**config.mk**
```make
export PLATFORM = sky130hd
export DESIGN_NAME = pc_fetch_unit_flat
export DESIGN_NICKNAME = d
export VERILOG_FILES = /design/src/rtl/pc_fetch_unit_pkg.sv /design/src/rtl/pc_fetch_unit_if.sv /design/src/rtl/pc_fetch_unit_skid.sv /design/src/rtl/pc_fetch_unit.sv /design/src/flat_wrapper.sv
export SDC_FILE = /design/constraint.sdc
export NUM_CORES = 1
export LEC_CHECK = 0
export BUFFER_PORTS_ARGS = -buffer_cell sky130_fd_sc_hd__clkbuf_2
export CORE_MARGIN = 4
export CORE_UTILIZATION = 49
export CTS_CLUSTER_DIAMETER = 80
export DETAILED_ROUTE_END_ITERATION = 7
export PLACE_DENSITY = 0.72
export SETUP_SLACK_MARGIN = 0.2
export SYNTH_ARGS = -nofsm -noshare
export SYNTH_HDL_FRONTEND = slang
export SYNTH_SLANG_ARGS = --single-unit
```
**constraint.sdc**
```tcl
create_clock -name clk -period 15 [get_ports clk]
set_input_delay 0.75 -clock clk [delete_from_list [all_inputs] [get_ports clk]]
set_output_delay 0.75 -clock clk [all_outputs]
set_load 0.05 [all_outputs]
```
**src/rtl/pc_fetch_unit_pkg.sv**
```systemverilog
// Shared definitions for the fetch unit: data width, reset PC, increment and FSM state encodings.
package pc_fetch_unit_pkg;

    localparam int              DATA_SIZE      = 32;
    localparam logic [31:0]     RESET_PC_DEF   = 32'h0000_0000;
    localparam int              INST_BYTES_DEF = 4;

    typedef enum logic [1:0] {
        FETCH_REQ  = 2'd0,
        FETCH_WAIT = 2'd1,
        FETCH_DROP = 2'd2,
        FETCH_HALT = 2'd3
    } fetch_state_e;

    // Word-aligns a redirect target by clearing the two byte-offset bits.
    function automatic logic [DATA_SIZE-1:0] align_target(input logic [DATA_SIZE-1:0] addr);
        return addr & ~DATA_SIZE'(3);
    endfunction

endpackage

```
**src/rtl/pc_fetch_unit_if.sv**
```systemverilog
// Instruction-cache request/response bus between the fetch unit (master) and instCache (slave).
interface pc_fetch_unit_if #(
    parameter int DATA_W = 32
);
    logic              icReqValid;
    logic [DATA_W-1:0] icReqAddr;
    logic              icReqReady;
    logic              icRspValid;
    logic [DATA_W-1:0] icRspInst;

    modport master (
        output icReqValid, icReqAddr,
        input  icReqReady, icRspValid, icRspInst
    );

    modport slave (
        input  icReqValid, icReqAddr,
        output icReqReady, icRspValid, icRspInst
    );
endinterface

```
**src/rtl/pc_fetch_unit_skid.sv**
```systemverilog
// fetch_skid_buf: one-entry {inst, pc} holding buffer used while IF_ID is stalled.
module fetch_skid_buf
    import pc_fetch_unit_pkg::*;
#(
    parameter int DATA_W = DATA_SIZE
) (
    input  logic              clk,
    input  logic              rst_n,
    input  logic              load,
    input  logic              drain,
    input  logic              clear,
    input  logic [DATA_W-1:0] in_inst,
    input  logic [DATA_W-1:0] in_pc,
    output logic              vld,
    output logic [DATA_W-1:0] out_inst,
    output logic [DATA_W-1:0] out_pc
);

    always_ff @(posedge clk or negedge rst_n) begin
        if (!rst_n)     vld <= 1'b0;
        else if (clear) vld <= 1'b0;
        else if (load)  vld <= 1'b1;
        else if (drain) vld <= 1'b0;
    end

    always_ff @(posedge clk) begin
        if (load && !clear) begin
            out_inst <= in_inst;
            out_pc   <= in_pc;
        end
    end

endmodule

```
**src/rtl/pc_fetch_unit.sv**
```systemverilog
// Fetch unit: owns the PC, issues single-outstanding instCache fetches, applies branch redirects.
// Build option FETCH_MISALIGN_CHK_EN: misaligned redirect targets set fetchMisalign and halt fetching.
module pc_fetch_unit
    import pc_fetch_unit_pkg::*;
#(
    parameter int                DATA_W     = DATA_SIZE,
    parameter logic [DATA_W-1:0] RESET_PC   = DATA_W'(RESET_PC_DEF),
    parameter int                INST_BYTES = INST_BYTES_DEF
) (
    input  logic              clk,
    input  logic              rst_n,
    input  logic              stall,
    input  logic              branchFlag,
    input  logic [DATA_W-1:0] branchAddr,
    pc_fetch_unit_if.master   ic,
    output logic              ifInstValid,
    output logic [DATA_W-1:0] ifInst,
    output logic [DATA_W-1:0] ifPc,
    output logic              ifFlush,
    output logic              fetchMisalign
);

    fetch_state_e      state, state_nxt;
    logic [DATA_W-1:0] pc, req_pc, tgt;
    logic              req_ok, hs, rsp_fire;
    logic              skid_vld, skid_load, skid_drain;
    logic [DATA_W-1:0] skid_inst, skid_pc;

`ifdef FETCH_MISALIGN_CHK_EN
    logic misalign;
    assign tgt      = branchAddr;
    assign misalign = branchFlag && (branchAddr[1:0] != 2'b00);

    always_ff @(posedge clk or negedge rst_n) begin
        if (!rst_n)        fetchMisalign <= 1'b0;
        else if (misalign) fetchMisalign <= 1'b1;
    end
`else
    assign tgt           = align_target(branchAddr);
    assign fetchMisalign = 1'b0;
`endif

    // A redirect in REQ suppresses the request so the cache never accepts a wrong-path fetch.
    assign req_ok        = rst_n && (state == FETCH_REQ) && !stall && !skid_vld && !branchFlag;
    assign hs            = req_ok && ic.icReqReady;
    assign ic.icReqValid = req_ok;
    assign ic.icReqAddr  = pc;
    assign rsp_fire      = (state == FETCH_WAIT) && ic.icRspValid && !branchFlag;

    assign skid_load  = rsp_fire && (stall ? ifInstValid : skid_vld);
    assign skid_drain = !stall && skid_vld;

    always_comb begin
        state_nxt = state;
        case (state)
            FETCH_REQ:  if (hs) state_nxt = FETCH_WAIT;
            FETCH_WAIT: begin
                if (branchFlag)         state_nxt = ic.icRspValid ? FETCH_REQ : FETCH_DROP;
                else if (ic.icRspValid) state_nxt = FETCH_REQ;
            end
            FETCH_DROP: if (ic.icRspValid) state_nxt = FETCH_REQ;
            default:    state_nxt = state;
        endcase
`ifdef FETCH_MISALIGN_CHK_EN
        if (misalign) state_nxt = FETCH_HALT;
`endif
    end

    always_ff @(posedge clk or negedge rst_n) begin
        if (!rst_n) begin
            state       <= FETCH_REQ;
            pc          <= RESET_PC;
            ifInstValid <= 1'b0;
            ifFlush     <= 1'b0;
        end else begin
            state   <= state_nxt;
            ifFlush <= branchFlag;
            if (branchFlag) pc <= tgt;
            else if (hs)    pc <= pc + DATA_W'(INST_BYTES);
            if (branchFlag)        ifInstValid <= 1'b0;
            else if (!stall)       ifInstValid <= skid_vld || rsp_fire;
            else if (!ifInstValid) ifInstValid <= rsp_fire;
        end
    end

    always_ff @(posedge clk) begin
        if (hs) req_pc <= pc;
    end

    // Skid content is older than any new response, so it drains first.
    always_ff @(posedge clk or negedge rst_n) begin
        if (!rst_n) begin
            ifInst <= '0;
            ifPc   <= '0;
        end else if (!branchFlag) begin
            if (!stall && skid_vld) begin
                ifInst <= skid_inst;
                ifPc   <= skid_pc;
            end else if (rsp_fire && (!stall || !ifInstValid)) begin
                ifInst <= ic.icRspInst;
                ifPc   <= req_pc;
            end
        end
    end

    fetch_skid_buf #(.DATA_W(DATA_W)) u_skid (
        .clk      (clk),
        .rst_n    (rst_n),
        .load     (skid_load),
        .drain    (skid_drain),
        .clear    (branchFlag),
        .in_inst  (ic.icRspInst),
        .in_pc    (req_pc),
        .vld      (skid_vld),
        .out_inst (skid_inst),
        .out_pc   (skid_pc)
    );

endmodule

```
**src/flat_wrapper.sv**
```systemverilog
// flat-port wrapper written by rule: the top's interface ports become plain ports
module pc_fetch_unit_flat import pc_fetch_unit_pkg::*;
#(
    parameter int                DATA_W     = DATA_SIZE,
    parameter logic [DATA_W-1:0] RESET_PC   = DATA_W'(RESET_PC_DEF),
    parameter int                INST_BYTES = INST_BYTES_DEF
)
  (clk, rst_n, stall, branchFlag, branchAddr, ifInstValid, ifInst, ifPc, ifFlush, fetchMisalign, ic_icReqValid, ic_icReqAddr, ic_icReqReady, ic_icRspValid, ic_icRspInst);
  pc_fetch_unit_if #(.DATA_W(DATA_W)) ic_i ();
  input  logic clk;
  input  logic rst_n;
  input  logic stall;
  input  logic branchFlag;
  input  logic [DATA_W-1:0] branchAddr;
  output logic ifInstValid;
  output logic [DATA_W-1:0] ifInst;
  output logic [DATA_W-1:0] ifPc;
  output logic ifFlush;
  output logic fetchMisalign;
  output wire logic [$bits(ic_i.icReqValid)-1:0] ic_icReqValid;
  output wire logic [$bits(ic_i.icReqAddr)-1:0] ic_icReqAddr;
  input wire logic [$bits(ic_i.icReqReady)-1:0] ic_icReqReady;
  input wire logic [$bits(ic_i.icRspValid)-1:0] ic_icRspValid;
  input wire logic [$bits(ic_i.icRspInst)-1:0] ic_icRspInst;
  assign ic_icReqValid = ic_i.icReqValid;
  assign ic_icReqAddr = ic_i.icReqAddr;
  assign ic_i.icReqReady = ic_icReqReady;
  assign ic_i.icRspValid = ic_icRspValid;
  assign ic_i.icRspInst = ic_icRspInst;
  pc_fetch_unit #(.DATA_W(DATA_W), .RESET_PC(RESET_PC), .INST_BYTES(INST_BYTES)) u_core (.clk(clk), .rst_n(rst_n), .stall(stall), .branchFlag(branchFlag), .branchAddr(branchAddr), .ic(ic_i), .ifInstValid(ifInstValid), .ifInst(ifInst), .ifPc(ifPc), .ifFlush(ifFlush), .fetchMisalign(fetchMisalign));
endmodule
```
---- Yosys cells after proc, flatten, opt, wreduce, memory -nomap -nowiden ----
Index checks and enable logic that the tools add are counted.
storage, ports and cells
  input bits .............................. 70
  flip-flop bits (word level) ............. 197
  output and inout bits ................... 100
  logic and storage cells ................. 57
operators by class
  reductions and logical operators ........ 24
  eq/ne operators ......................... 3
  add/sub/neg operators ................... 1
  muxes and demuxes ....................... 18
  bitwise gates (word level) .............. 1
operators by type and width
  cell                   count
  $mux 32                6
  $add 32x3->32 const B  1
  $logic_and 1x1->1      11
  $mux 2                 4
  $mux 1                 7
  $pmux 2 s3             1
  $reduce_bool 3->1      2
  $logic_not 1->1        4
  $reduce_and 2->1       2
  $reduce_bool 2->1      2
  $eq 2x1->1 const B     1
  $eq 2x2->1 const B     1
  $logic_not 2->1        1
  $logic_or 1x1->1       2
  $ne 2x1->1 const B     1
  $not 1->1              1

---- Depth between registers and ports, before layout ----
Gate-level depths: netlist of run 1.
  depth in word-level cells ............... 8
  depth in mapped cells ................... 9
  gate-level depth less buffers ........... 8

---- By module ----
Synthesis of run 1 repeated with hierarchy kept, for this count alone.
second synthesis, totals
  cells, all modules ...................... 619
  area, all modules ....................... 7,962.6 um^2
by module, submodules not included
  module          sequential area each (um^2)  area each (um^2)  cells each  instances
  pc_fetch_unit   3,353.2                      5,993.2           550         1
  fetch_skid_buf  1,946.9                      1,969.4           69          1

---- Least setup slack after synthesis of run 1 ----
No wires, ideal clock.
  kind .................................... input to register
  start point ............................. in stall
  end point ............................... reg u_core.u_skid.out_inst[0], enable pin
  path slack .............................. 9.076 ns
  cell stages on the path ................. 4
  path buffers ............................ 1
  required time ........................... 14.439 ns
  data arrival time ....................... 5.363 ns
  setup time .............................. 0.561 ns
  path through ............................ nor2b_1 > buf_2 > a21oi_1 > nor3_1
on the way
  cells in the longest elaborated chain, start to end .. 3
RTL lines
  item                  line                      RTL
  from (decl)           flat_wrapper.sv:12        input logic stall;
  $mux 1                pc_fetch_unit.sv:50       assign skid_load = rsp_fire && (stall ? ifInstValid : skid_vld);
  $logic_and 1x1->1     pc_fetch_unit.sv:50
  $logic_and 1x1->1     pc_fetch_unit_skid.sv:27  if (load && !clear) begin
  to (signal assigned)  pc_fetch_unit_skid.sv:28  out_inst <= in_inst;
  to (decl)             pc_fetch_unit_skid.sv:15  output logic [DATA_W-1:0] out_inst,
Every way passes these cells.
A chain may end at the register's enable or synchronous reset.

---- Worst setup path in the final report of run 1 ----
  start point ............................. in branchFlag
  end point ............................... reg u_core.pc[24] (netlist: u_core.ic.icReqAddr[24])
on the way
  cells in the longest elaborated chain, start to end .. 4
  elaborated cells between the ends (all ways) .. 5
  those cells by class .................... 1 x mux; 4 x reduce/logical
RTL lines
  item                                line                 RTL
  from (decl)                         flat_wrapper.sv:13   input logic branchFlag;
  $logic_not 1->1                     pc_fetch_unit.sv:44  assign req_ok = rst_n && (state == FETCH_REQ) && !stall && !skid_vld && !branchFlag;
  $logic_and 1x1->1                   pc_fetch_unit.sv:44
  $logic_and 1x1->1                   pc_fetch_unit.sv:45  assign hs = req_ok && ic.icReqReady;
  $reduce_bool 2->1 (no source line)  --
  to (signal assigned)                pc_fetch_unit.sv:78  if (branchFlag) pc <= tgt;
  to (signal assigned)                pc_fetch_unit.sv:79  else if (hs) pc <= pc + DATA_W'(INST_BYTES);
  to (decl)                           pc_fetch_unit.sv:24  logic [DATA_W-1:0] pc, req_pc, tgt;
Several ways; a longest one is shown, not always the timed one.

==> metrics.txt, run 1 <==
# DRC=0; met3 Use GR=4.24%; count of final hold-check violations=0; crit-path max FO=between 40 and 50; Static Leak=0.00369 µW; setup ws final=around 11 ns; # clock sinks=189; IO Count=170; WP data arrival=between 3 and 4 ns; Port Buffers=about 160; antenna cells=0; Worst VDD drop=0.0863 mV; initial drt markers=around 350; CTS Root Cell=clkbuf_16; sequential cell area fraction in the yosys report=66.9%; Yosys reg bits=189; Post-CTS Setup Inserts=0; Setup violations, final=0; Detailed Routing Iterations Pass 1=7; Synth cell types=45; area of the multi-input gates=0.00237 mm²; largest net degree at the start of global routing=110; clock network fraction of total power=a little under a quarter; Layout area overhead=19.3%; status=complete, no violations; top_reg_cell synth=dfrtp_1; Clock Skew=just over 0.007 ns; antenna viol nets, final=0; Bufs on Longest Clock Path=2; proportion of layout cells with a drive suffix above 1=a little over a quarter; Initial Util=50.5%; Syn Area/Cell=roughly 13 µm²; clk slew on worst S/H paths=0.07 ns; Slew Limit Fails=0; htree depth=4; Skew-Pair Late Insertion Delay=between 0.4 and 0.5 ns; net switching power=~740 µW; setup_tns=0 ns; worst slew pin tran=1.15 ns; total core area=0.0154 mm²; Vias per Instance=5.51; CP Capture Type=flop; routed len/inst=17.4 µm; initial antenna violation count=0; dpl ws=10.99 ns; Internal=1010 µW; post-synthesis cell count=just over 600; Sw Share=42.3%; maxcap violations=0; gpl congestion=0.864; min Tclk post-route=3.60 ns; Global Route met2 Usage=30.3%; Detailed Place HPWL=about 11000 µm; Critical Path RT=15.30 ns; GR Util All Layers=roughly a fifth; Hold Crit Class=in2async; nets=833; maximum clock frequency=277 MHz; Crit Path Category=in2reg; Slew HR=23.2%; global-route wire length before repair=28100 µm; met1 Use GR=between 20% and 30%; Reg power frac=just over 40%; Site Rows=45; width of the die=134 µm; crit path launch type=input pin; Core Util, Final=60.2%; CTS buffer count=17; unrepaired setup endpoints after global routing=false; most used routing layer=met2; number of global-route vias before repair=about 5500; gr ovfl total=0; mapped cell area=0.00776 mm²; Layout fillers=1225; die height=134 µm; die footprint=0.0179 mm²; PostCTS Resize Cnt=0; ys async rst share=about half; Comb pwr share=35.4%; routed via count=5412; Cell Pwr Density=between 150 and 200 mW/mm²; CTS Hold Bufs=0; FF/Latch Area=0.00519 mm²; Syn. warnings=0; CTS tree=yes; Post-synth EDFFs=92; Tcrit/Tclk final=24.0%; final WL=17100 µm
kinds of logic after synthesis:
logic type | Yosys count | share of synthesized area (%)
mux | 63 | 8.13
other cells | 1 | 0.0483
buf+inv | 49 | 3.05
compound gates | 134 | 10.5
fa+ha+maj | 5 | 0.806
flops | 189 | 66.9
xor+xnor | 2 | 0.226
simple gates | 165 | 10.4
metal layers:
layer | part of all wire [%] | vias to the layer above
met5 | 0 | -
met1 | 45 | 2611
met3 | 8.1 | 20
met2 | 46 | 246
li1 | - | 2535
met4 | 1.2 | 0
power groups by stage:
stage	combinational (µW)	clock [µW]	sequential, µW
floorplan	148	0	1040
global placement	612	0	719
detailed placement	625	0	729
CTS	627	427	718
global route	660	448	731
finish	621	416	717
registers in the layout, summed over array words and instances, names as in the netlist:
name	cells
u_core.ic.icReqAddr	30
u_core.ifFlush	1
u_core.ifInst	32
u_core.ifInstValid	1
u_core.ifPc	30
u_core.req_pc	30
u_core.state	2
u_core.u_skid.out_inst	32
u_core.u_skid.out_pc	30
u_core.u_skid.vld	1
layout make-up:
cell class	instances	share of cell area [%]
Clock buffer	18	4.64
Multi-Input combinational cell	374	25.6
Clock inverter	14	1.28
Tap cell	211	2.85
Sequential cell	189	56.1
Timing Repair Buffer	167	9.19
Inverter	9	0.365
worst paths after layout:
check / end / depth (start not counted) / slack, ns / from
worst max register to register: u_core.ic.icReqAddr[24] / 9 / 11.65 / u_core.state[0]
worst min-delay path: u_core.ifInst[3] / 1 / 0.23 / rst_n
min in group clk: u_core.u_skid.out_pc[31] / 0 / 0.45 / u_core.req_pc[31]
worst max-delay path: u_core.ic.icReqAddr[24] / 8 / 11.40 / branchFlag
max in group asynchronous: u_core.ic.icReqAddr[19] / 2 / 13.48 / rst_n
worst min register to register: u_core.u_skid.out_pc[31] / 0 / 0.45 / u_core.req_pc[31]
per-stage QoR:
step | total power (µW) | cell area, µm² | instances | hold WS [ns]
CTS | 1770 | 9250 | 982 | 0.225
global route | 1840 | 9250 | 982 | 0.239
finish | 1750 | 9250 | 982 | 0.232
floorplan | 1180 | 7770 | 612 | 0.426
detailed placement | 1350 | 8710 | 950 | 0.444
global placement | 1330 | 8710 | 950 | 0.436
critical path, cell delays in order:
cell,delay [ns]
clkbuf_2,0.61
and4bb_1,0.27
nand2_1,0.06
buf_4,0.33
inv_2,0.46
nor2_1,1.02
o21ai_0,0.22
o311ai_0,0.16
placed cells by master (no fill, tap or decap), types with 3 or more instances in the layout:
master / count
a21o_1: 3
mux2i_1: 63
nor3_1: 6
clkbuf_2: 161
and3_1: 10
buf_4: 6
nand2_1: 33
clkbuf_16: 17
a21oi_1: 72
edfxtp_1: 92
a31oi_1: 7
conb_1: 5
nor2_1: 74
o311ai_0: 11
dfrtp_1: 97
nand4_1: 6
o211ai_1: 7
o21ai_0: 18
nand3_1: 17
ha_1: 5
clkinv_4: 3
inv_1: 8
inv_6: 3
a221o_1: 8
clkinv_2: 5
cell usage after synthesis (2+ instances only):
library cell	instances	area [µm²]
nand3_1	17	85.1
buf_2	18	90.1
or3_1	2	12.5
a221o_1	8	80.1
a22o_1	2	17.5
mux2i_1	63	631
or4_1	2	15.0
buf_4	6	45.0
a21o_1	3	22.5
nor2b_1	3	18.8
xnor2_1	2	17.5
nand4_1	6	37.5
and3_1	10	62.6
nor3_1	7	35.0
o311ai_0	11	96.3
o21ai_0	18	90.1
a21oi_1	72	360
nand4_2	2	25.0
edfxtp_1	92	2760
a31oi_1	7	43.8
inv_1	8	30.0
nor2_1	74	278
dfrtp_1	97	2430
o211ai_1	7	52.6
ha_1	5	62.6
clkbuf_1	15	56.3
nand2_1	33	124
Power figures use the tool's default switching activity.
==> run 2: changes to the inputs <==
- PLACE_DENSITY: 0.72 -> 0.75
- clock period: 15 -> 3 ns (I/O delays scaled with it)
==> run 2 against run 1 <==
  * Sequential share of layout area decreased by 4.3 points
  * Clock power increased to 5.6 times the previous value
  * Utilization increased by 5.0 points
  * First-iteration DRC count is 10% higher
==> metrics.txt, run 2 (same netlist as run 1, synthesis figures left out) <==
status=complete, no violations; gpl congestion=~0.89; CTS tree=yes; Largest regs=u_core.ifInst: 32 flops, u_core.u_skid.out_inst: 32 flops; Detailed Routing Iterations Pass 1=4; final instance area=around 0.01 mm²; Internal=about 5300 µW; Setup violations, final=0; Port Buffers=162; Hold Crit Class=in2reg; Clock Skew=0.00848 ns; global-route wire length before repair=29700 µm; Sw Share=41.6%; antenna cells=0; crit path launch type=flop; Bufs on Longest Clock Path=2; setup_tns=0 ns; routed via count=around 5700; worst slew pin tran=0.718 ns; IO Count=170; Comb pwr share=35.3%; routed len/inst=17.5 µm; setup ws final=0.743 ns; CTS buffer count=17; Layout area overhead=29.3%; CTS Root Cell=clkbuf_16; Vias per Instance=5.47; min Tclk post-route=roughly 2.3 ns; Initial Util=50.5%; placed instance area=0.00879 mm²; clock network fraction of total power=25.4%; clk slew on worst S/H paths=~0.070 ns; maximum clock frequency=443 MHz; dpl ws=0.457 ns; antenna viol nets, final=0; Slew HR=a little over half; most common cell after layout, fill and taps aside=clkbuf_2; initial antenna violation count=0; proportion of layout cells with a drive suffix above 1=approximately 26%; CP Capture Type=flop; WP data arrival=about 2.6 ns; count of final hold-check violations=0; htree depth=4; Static Leak=0.00402 µW; # clock sinks=~190; width of the die=about 130 µm; gr ovfl total=0; Detailed Place HPWL=11700 µm; GR Util All Layers=20.8%; Skew-Pair Late Insertion Delay=0.42 ns; Critical Path RT=3.29 ns; net switching power=3790 µW; Tcrit/Tclk final=between 70% and 80%; largest net degree at the start of global routing=~130; initial drt markers=382; Worst VDD drop=0.495 mV; Reg power frac=39.3%; die footprint=0.0179 mm²; total core area=0.0154 mm²; die height=134 µm; Site Rows=45; Slew Limit Fails=0; # DRC=0; maxcap violations=0; unrepaired setup endpoints after global routing=false; final WL=about 18000 µm; nets=approximately 900; number of global-route vias before repair=5807; Cell Pwr Density=between 900 and 1000 mW/mm²; crit-path max FO=17; most frequent cells in the layout=161 x clkbuf_2, 97 x dfrtp_1, 92 x edfxtp_1; Crit Path Category=reg2reg
run 2: final timing paths:
check,endpoint,start,depth (start not counted),slack (ns)
min,u_core.u_skid.vld,stall,2,0.06
max reg2reg,u_core.ic.icReqAddr[24],u_core.state[0],8,0.74
max in group asynchronous,u_core.ifInst[7],rst_n,4,1.38
min in group asynchronous,u_core.ifPc[30],rst_n,3,0.44
max,u_core.ic.icReqAddr[24],u_core.state[0],8,0.74
min reg2reg,u_core.u_skid.out_pc[9],u_core.req_pc[9],0,0.45
run 2: cell type report:
cell class              count  area (µm²)
repair buffers            235        1550
fillers                  1156        5340
clock inverters            14         181
well taps                 211         264
inverters                   9        33.8
clock buffers              18         429
flip-flops and latches    189        5190
multi-input cells         374        2380
run 2: metrics by stage:
stage               hold WS [ns]  power (µW)  cells  util [%]
finish                    0.0622        9100   1050      65.2
global route              0.0481        9520   1050      65.2
CTS                       0.0373        9170   1050      65.2
detailed placement         0.347        6780    956      57.2
global placement           0.343        6670    956      57.2
floorplan                 -0.146        5930    612         -
run 2: metal layers:
layer | global-route usage (%) | vias to the layer above | share of wire, %
li1 | - | 2673 | -
met5 | 0 | - | 0
met3 | 5.70 | 26 | 8.7
met1 | 28.1 | 2775 | 43
met4 | 6.29 | 0 | 1.3
met2 | 33.3 | 273 | 47
run 2: power by group through the flow:
stage	clock network (µW)	logic [µW]	registers, µW
final	2310	3210	3580
after global routing	2470	3400	3650
after CTS	2370	3220	3570
after detailed placement	0	3150	3630
after global placement	0	3080	3590
after floorplan	0	746	5180
run 2: worst max-delay path, cell delays in order (launching register included):
cell	delay [ns]
dfrtp_1	0.41
inv_1	0.09
ha_1	0.22
and4bb_1	0.21
nand2_1	0.09
inv_2	0.15
nor2_2	0.59
o21ai_0	0.19
o311ai_0	0.16
run 2: timing repair:
| item | in CTS | in global routing |
|---|---|---|
| setup endpoints to repair | 0 | 3 |
| hold endpoints to repair | 108 | 0 |
| hold buffers | 62 | 0 |
| resized for setup | 0 | 1 |
| setup buffers | 0 | 0 |
==> run 3: changes to the inputs <==
- clock period: 3 -> 1.96 ns (I/O delays scaled with it)
==> run 3 against run 2 <==
  * The flow now finishes with violations (negative setup slack)
  * Wire length increased by 28%
  * Die area unchanged
  * Largest power group is now combinational cells
  * Maximum frequency increased by 13%
  * Clock skew increased by 0.0057 ns
  * Utilization increased by 8.2 points
  * Highest routed layer unchanged
  * First-iteration DRC count increased by 55%
  * Clock power increased by 55%
  * Cell count increased by 8.0%
  * Largest cell class unchanged
  * Critical path depth unchanged
  * Total power increased by 64%
==> metrics.txt, run 3 (same netlist as run 1, synthesis figures left out) <==
status=finished, violations left; failing checks=negative setup slack; setup ws final=-0.0304 ns; global-route wire length before repair=32900 µm; Initial Util=between 50% and 60%; antenna cells=0; Detailed Place HPWL=12300 µm; Skew-Pair Late Insertion Delay=0.43 ns; crit path capture=u_core.ic.icReqAddr[27]; R2R cell count=8; count of final hold-check violations=0; Cell Chain, Critical Path=inv_2 -> ha_4 -> and4bb_2 -> nand2_4 -> inv_8 -> nand4_1 -> or4_1 -> nand3_1; Largest regs=u_core.ifInst: 32 flops, u_core.u_skid.out_inst: 32 flops; clk slew on worst S/H paths=~0.070 ns; Port Buffers=roughly 160; Clock Skew=0.0142 ns; peak per-stage delay on the critical path=0.49 ns; Crit Path Category=reg2reg; unrepaired setup endpoints after global routing=true; Site Rows=45; gr ovfl total=0; routed via count=6503; Critical-path top delay cell=or4_1; maximum clock frequency=502 MHz; GR Util All Layers=23.2%; CTS tree=yes; hold path cells=3; crit-path max FO=5; Worst R2R Setup Slack=-0.03 ns; Reg power frac=36.7%; Layout fillers=926; Detailed Routing Iterations Pass 1=5; WP data arrival=2.35 ns; maxcap violations=0; Setup violations, final=1; CTS Root Cell=clkbuf_16; worst slew pin tran=~0.63 ns; Cells after DPL=slightly below 1000; width of the die=between 100 and 150 µm; Cell Pwr Density=1320 mW/mm²; initial drt markers=592; die height=about 130 µm; R2R Path End=u_core.ic.icReqAddr[27]; largest net degree at the start of global routing=between 60 and 70; Slew Limit Fails=0; Slew HR=57.9%; Critical R2R Launch=u_core.state[0]; proportion of layout cells with a drive suffix above 1=39.1%; Sw Share=between 40% and 50%; CP Capture Type=flop; Critical Path RT=2.32 ns; Comb pwr share=39.2%; Internal=8680 µW; nets=985; Hold Crit Class=in2reg; final WL=around 23000 µm; IO Count=170; die footprint=0.0179 mm²; Cell Count, Final, Fillers Out=roughly 1100; # DRC=0; Worst VDD drop=0.807 mV; initial antenna violation count=0; most common cell after layout, fill and taps aside=clkbuf_2; htree depth=4; # clock sinks=189; crit path launch type=flop; CTS buffer count=17; number of global-route vias before repair=6168; routed len/inst=between 20 and 25 µm; Vias per Instance=5.73; min Tclk post-route=1.99 ns; Static Leak=0.00458 µW; Tcrit/Tclk final=102%; gpl congestion=0.919; Layout area overhead=45.6%; CP startpoint=u_core.state[0]; Core Util, Final=around three quarters; most frequent cells in the layout=160 x clkbuf_2, 92 x edfxtp_1, 74 x dfrtp_1; net switching power=slightly above 6000 µW; antenna viol nets, final=0; clock network fraction of total power=24.1%; total core area=0.0154 mm²; Bufs on Longest Clock Path=2
## run 3: worst min-delay path by stage
| stage | slack (ns) | end | from |
|---|---|---|---|
| 5_1_grt | 0.05 | u_core.ic.icReqAddr[14] | branchAddr[14] |
| 6_report | 0.03 | u_core.ic.icReqAddr[14] | branchAddr[14] |
| 4_1_cts | 0.004 | u_core.ic.icReqAddr[22] | branchAddr[22] |
| 2_1_floorplan | -0.20 | u_core.ic.icReqAddr[10] | rst_n |
| 3_5_place_dp | 0.29 | u_core.ifInst[9] | rst_n |
| 3_3_place_gp | 0.28 | u_core.ifInst[1] | rst_n |
## run 3: per-stage QoR
stage	hold WS (ns)	total power (µW)	TNS [ns]	cell area, µm²	setup WS, ns
floorplan	-0.198	9140	-44.19	7930	-0.703
global placement	0.283	10400	0	9090	0.0109
detailed placement	0.286	10500	-0.422	9090	-0.0940
CTS	0.00367	14400	0	10600	0.150
global route	0.0503	15500	-0.147	11300	-0.0744
finish	0.0302	14900	-0.0304	11300	-0.0304
## run 3: cell type report
type / instances / area, µm² / area share [%]
clock buffer: 18 / 429 / 3.80
clock inverter: 14 / 183 / 1.62
inverter: 9 / 41.3 / 0.366
multi-input combinational: 374 / 2620 / 23.2
sequential: 189 / 5220 / 46.2
tap: 211 / 264 / 2.34
timing repair buffer: 319 / 2540 / 22.5
## run 3: timing repair
action / in CTS / in global routing
endpoints found under the setup margin: 83 / 180
hold buffers: 63 / 0
endpoints found under the hold margin: 130 / 0
buffers inserted: 18 / 31
gates cloned: 3 / 12
resized for setup: 24 / 61
pin swaps: 5 / 13
## run 3: metal layers
layer	track usage [%]	share of wire, %	vias up
met1	31.0	39	3154
met2	38.7	50	427
met4	6.91	2.6	0
li1	-	-	2852
met3	4.58	8.7	70
met5	0	0	-
## run 3: power groups by stage
stage	Clock, µW	Sequential, µW	Combinational [µW]
floorplan	0	7950	1180
global placement	0	5490	4880
detailed placement	0	5540	4980
CTS	3630	5460	5350
global route	3810	5560	6110
finish	3580	5470	5830
## run 3: worst max-delay path, delay by kind of cell, from the launching register on
kind	cells	cell delay [ns]
adders and majority gates	1	0.13
and+or+nand+nor	5	1.20
DFF	1	0.40
buffers and inverters	2	0.19
